**config.mk**
```make
export PLATFORM = sky130hd
export DESIGN_NAME = kbd_scan_ctrl
export DESIGN_NICKNAME = d
export VERILOG_FILES = /design/src/rtl/kbd_scan_ctrl.sv
export SDC_FILE = /design/constraint.sdc
export NUM_CORES = 1
export LEC_CHECK = 0
export ABC_AREA = 1
export ABC_CLOCK_PERIOD_IN_PS = 3950
export BUFFER_PORTS_ARGS = -buffer_cell sky130_fd_sc_hd__buf_4
export CORE_ASPECT_RATIO = 1.25
export CORE_MARGIN = 1
export CORE_UTILIZATION = 45
export DETAILED_ROUTE_END_ITERATION = 10
export MAX_ROUTING_LAYER = met4
export PLACE_DENSITY_LB_ADDON = 0.25
export REMOVE_ABC_BUFFERS = 1
export SLEW_MARGIN = 20
export SYNTH_ARGS = -nofsm -noshare
export SYNTH_HDL_FRONTEND = slang
export SYNTH_SLANG_ARGS = --single-unit
```
**constraint.sdc**
```tcl
create_clock -name clk -period 3.95 [get_ports clk]
set_input_delay 0.5925 -clock clk [delete_from_list [all_inputs] [get_ports clk]]
set_output_delay 0.5925 -clock clk [all_outputs]
set_load 0.01 [all_outputs]
```
**src/rtl/kbd_scan_ctrl.sv**
```systemverilog
// Drains the PS/2 receiver FIFO one byte per 3 cycles and turns set-2 scan codes
// into single-cycle key events, with E0/F0 prefix folding and auto-repeat suppression.
module kbd_scan_ctrl (
  input  logic       clk,
  input  logic       rst,
  input  logic       en,
  input  logic       clr,
  input  logic [7:0] ps2_data,
  input  logic       ps2_ready,
  input  logic       ps2_overflow,
  output logic       ps2_nextdata_n,
  output logic       key_valid,
  output logic [7:0] key_code,
  output logic       key_ext,
  output logic       key_release,
  output logic       held_valid,
  output logic [7:0] held_code,
  output logic       held_ext,
  output logic [7:0] make_cnt,
  output logic       ovf_flag,
  output logic       err_flag
);

  typedef enum logic [1:0] {IDLE, POP, GAP} state_t;

  state_t     state;
  logic [7:0] byte_r;
  logic       ext_pend;
  logic       brk_pend;

  logic is_err;
  logic held_match;

  assign is_err     = (byte_r == 8'h00) || (byte_r == 8'hFF);
  assign held_match = held_valid && (held_code == byte_r) && (held_ext == ext_pend);

  always_ff @(posedge clk or posedge rst) begin
    if (rst) begin
      state          <= IDLE;
      byte_r         <= 8'h00;
      ext_pend       <= 1'b0;
      brk_pend       <= 1'b0;
      ps2_nextdata_n <= 1'b1;
      key_valid      <= 1'b0;
      key_code       <= 8'h00;
      key_ext        <= 1'b0;
      key_release    <= 1'b0;
      held_valid     <= 1'b0;
      held_code      <= 8'h00;
      held_ext       <= 1'b0;
      make_cnt       <= 8'h00;
      ovf_flag       <= 1'b0;
      err_flag       <= 1'b0;
    end else begin
      key_valid <= 1'b0;

      if (ps2_overflow)
        ovf_flag <= 1'b1;
      else if (clr)
        ovf_flag <= 1'b0;

      // A decoded error byte in GAP overrides this clear further down.
      if (clr)
        err_flag <= 1'b0;

      case (state)
        IDLE: begin
          if (en && ps2_ready) begin
            byte_r         <= ps2_data;
            ps2_nextdata_n <= 1'b0;
            state          <= POP;
          end
        end
        POP: begin
          ps2_nextdata_n <= 1'b1;
          state          <= GAP;
        end
        GAP: begin
          state <= IDLE;
          if (byte_r == 8'hE0) begin
            ext_pend <= 1'b1;
          end else if (byte_r == 8'hF0) begin
            brk_pend <= 1'b1;
          end else if (is_err) begin
            err_flag <= 1'b1;
            ext_pend <= 1'b0;
            brk_pend <= 1'b0;
          end else begin
            ext_pend <= 1'b0;
            brk_pend <= 1'b0;
            if (brk_pend) begin
              key_valid   <= 1'b1;
              key_code    <= byte_r;
              key_ext     <= ext_pend;
              key_release <= 1'b1;
              if (held_match)
                held_valid <= 1'b0;
            end else if (!held_match) begin
              key_valid   <= 1'b1;
              key_code    <= byte_r;
              key_ext     <= ext_pend;
              key_release <= 1'b0;
              make_cnt    <= make_cnt + 8'd1;
              held_valid  <= 1'b1;
              held_code   <= byte_r;
              held_ext    <= ext_pend;
            end
          end
        end
        default: state <= IDLE;
      endcase
    end
  end

endmodule

```
==> reports/results.env <==
LAYOUT_MIN_CYCLE_TIME_NS=2.08
GPL.FINAL_WEIGHTED_CONGESTION=0.805
VIAS=1919
MAX_CAP_VIOLATIONS=0
YS.FLOP_TYPE='dfrtp_1'
NUMBER_OF_INSTANCES_IN_THE_SYNTHESIZED_NETLIST=283
CTS.HTREE.LEVELS=2
PORT_BUFFERS=45
GRT_PASS1_WL_UM=8670
FINAL-MAX-SLEW-VIOLATION-COUNT=0
GRT_TOTAL_USAGE=0.211
CRITPATHCAPTURETYPE='register'
AREA.GROWTH.SYNTH_TO_FINAL_PCT=17.9
MIN_PATH_TYPE='input pin to asynchronous set/reset pin'
GRT_SETUP_UNREPAIRED='false'
SYNTH-ASYNC-RESET-RATIO=1.00
SYN-CELL-AREA_UM2=2350
CLKTRANSATPATHREGS_NS=0.09
MAX_SLEW.WORST_PIN.SLEW_NS=0.671
DETAIL_ROUTE.ITER0.VIOLATIONS=90
CLOCK.FMAX_MHz=481
SYNTH_ENABLE_FLOP_CELLS=0
DRT_FIRST_PASS_ITERS=4
PLACE_AREA_UM2=2670
POST_SYNTHESIS_CELL_TYPE_WITH_THE_LARGEST_COMBINED_AREA='dfrtp_1'
NUMBER_OF_ANTENNA_VIOLATIONS_AT_THE_FIRST_CHECK_IN_GLOBAL_ROUTING=0
PATH_MAX_FANOUT=21
CTS_ROOT_BUF='clkbuf_8'
CLKLATENCYLATEPIN_NS=0.30
INITIAL_UTILIZATION=0.466
DESIGN_POWER_TOTAL_uW=1670
LAYOUTNONFILLERINSTCOUNT=389
YOSYSSEQAREASHARE=0.469
LARGEST_NET_DEGREE_AT_THE_START_OF_GLOBAL_ROUTING=45
CTS_TREE='built'
DRIVE_ABOVE_1_SHARE=0.281
POWER.STATIC_LEAKAGE_uW=0.00149
YOSYS.AREA.TOP_TYPE_SHARE=0.458
POST_SYNTH_NUM_CELL_TYPES=28
ROUTE.ANTENNA.REMAINING_NETS=0
SLEW-LIMIT-HEADROOM=0.552
CLOCK_BUFFERS_CREATED_BY_TRITONCTS=5
CORE_AREA_UM2=5040
FF2FF_SETUP_SLACK_NS=1.87
LAYOUT_SETUP_WS_NS=1.87
VIAS_IN_THE_FIRST_GLOBAL_ROUTE=1896
IR_WORST_VDD_uV=304
YOSYS_REGISTER_BITS=44
CTS-HOLD-FIX-BUFFERS=0
FINISH.INSTANCE_AREA_UM2=2770
CRITICAL_PATH_REQUIRED_NS=4.19
DIE_HEIGHT_UM=82.8
HOLD_VIOLATIONS=0
POST-CTS-SETUP-BUFFER-COUNT=0
NETS=341
TIMING.FINAL.SETUP_VIOLATIONS=0
SYNTHESIS.YOSYS.WARNINGS=0
LAYOUT_WORST_PATH_CYCLE_SHARE=0.527
IO-PIN-COUNT=46
DRT_DRC_VIOLATIONS_LEFT=0
PLACEMENT_ROWS=29
STATUS='finished clean'
ROUTED_WIRELENGTH_UM=5090
DETAILEDPLACEMENTHPWL_UM=3640
LOGIC_DEPTH_OF_THE_WORST_REGISTER_TO_REGISTER_PATH=8
CRITICAL_PATH_ARRIVAL_NS=2.32
STARTPOINT_TYPE='register'
WORST_CLOCK_SKEW_NS=0.0119
DP_CELLS=381
GRT_REMAINING_OVERFLOW=0
R2R-END='key_code[6]$_DFFE_PP0P_'
YOSYS-TOP-CELLS-AREA='dfrtp_1, nand2_1, nand4_1, inv_1, nand3_2'
CLOCK-SINKS=44
SETUP.WORST_PATH.CLASS='register to register'
POWER.DENSITY_CELL_AREA_nW_PER_UM2=602
CTS_BUFFER_DEPTH=2
DIE_AREA_UM2=5520
CRIT-REG2REG-LAUNCH='byte_r[3]$_DFFE_PP0P_'
SYN_AREA_PER_CELL_UM2=8.31
POST_DRT_VIA_CELL_RATIO=4.93
POST_CTS.RESIZED_INSTANCES=0
TIMING.SETUP.TNS_NS=0
PRE_CTS_SLACK_NS=1.88
DIE_WIDTH_UM=66.7
POST_DRT_WL_PER_CELL_UM=13.1
N_ANTENNA_CELL=0
-- power by group --
part           leakage, uW  total, uW  switching [uW]  internal (uW)
combinational     0.000879        626             340            286
clock            0.0000515        312             152            160
sequential        0.000557        732             152            580
total              0.00149       1670             645           1030
-- per-layer routing --
metal	global-route usage	share of wire	up-vias	wire length, um
li1	-	-	969	-
met5	-	0	-	0
met2	0.345	0.50	44	2550
met3	0.0453	0.039	7	196
met4	0.0619	0.013	0	67
met1	0.258	0.45	899	2280
-- cells in the final DEF, fill, tap and decap left out --
master / instances
clkbuf_1: 1
nand2_2: 12
o21ai_0: 8
o21ai_2: 3
nand3b_1: 1
buf_4: 46
inv_2: 4
nand3_4: 1
xor2_1: 4
ha_1: 1
nand3_2: 9
o21bai_1: 1
a21oi_1: 3
dfrtp_1: 43
nand3_1: 6
nand2_8: 1
clkbuf_8: 7
nor3_1: 1
nand4_1: 19
xnor2_1: 2
nand2_1: 102
nor2_4: 2
nand2_4: 2
dfstp_2: 1
nor2_2: 4
nor2_1: 17
inv_1: 25
clkinv_1: 1
-- per-stage QoR --
stage | hold slack [ns] | util
finish | 0.426 | 0.550
global route | 0.476 | 0.550
CTS | 0.452 | 0.550
detailed placement | 0.437 | 0.530
global placement | 0.439 | 0.530
floorplan | 0.414 | -
-- worst max-delay path, cell delays in order (launching register included) --
cell and delay [ns]:
dfrtp_1 0.50, nor2_2 0.08, nand2_2 0.09, o21ai_2 0.08, nor2_4 0.52, o21ai_2 0.37
nand2_4 0.22, nand2_1 0.08, nand2_1 0.07
-- cells by family (layout without fill, tap and decap cells) --
group	Yosys count	after routing	synth area share
xor gates and xnor gates	6	6	0.0224
and+or+nand+nor	177	177	0.375
adders and majority gates	1	1	0.00532
DFF	44	44	0.469
buffers and inverters	40	84	0.0910
AOI/OAI and AO/OA	15	15	0.0378
-- layout make-up --
class	count	area, um2
inverters	30	113
repair buffers	46	345
multi-input cells	199	1030
fillers	501	2270
clock buffers	8	100
well taps	62	77.6
flip-flops and latches	44	1100
-- worst max-delay path by stage --
stage	depth (start not counted)	endpoint	slack (ns)	startpoint
5_1_grt	8	key_code[6]$_DFFE_PP0P_	1.69	byte_r[3]$_DFFE_PP0P_
2_1_floorplan	9	key_code[3]$_DFFE_PP0P_	2.26	byte_r[3]$_DFFE_PP0P_
3_3_place_gp	8	key_code[0]$_DFFE_PP0P_	1.94	byte_r[3]$_DFFE_PP0P_
4_1_cts	8	key_code[6]$_DFFE_PP0P_	1.86	byte_r[3]$_DFFE_PP0P_
6_report	8	key_code[6]$_DFFE_PP0P_	1.87	byte_r[3]$_DFFE_PP0P_
3_5_place_dp	8	key_code[6]$_DFFE_PP0P_	1.88	byte_r[3]$_DFFE_PP0P_
-- cells in the mapped netlist, types with 2 or more instances --
cell type  instances
nor2_1            17
o21ai_2            3
nand2_2           12
xor2_1             4
nand3_2            9
xnor2_1            2
buf_6              4
o21ai_0            8
inv_1             26
a21oi_1            3
nor2_2             4
inv_2              4
buf_12             2
nand3_1            6
nand2_4            2
nor2_4             2
nand4_1           19
clkbuf_1           3
dfrtp_1           43
nand2_1          102
-- flip-flops by register name (all words and copies together) (netlist names) --
register and flops:
brk_pend 1, byte_r 8, err_flag 1, ext_pend 1, held_code 8, held_ext 1
held_valid 1, key_code 8, key_ext 1, key_release 1, key_valid 1, make_cnt 8
ovf_flag 1, ps2_nextdata_n 1, state 2
Note: power is estimated with default switching activity, not from simulation.
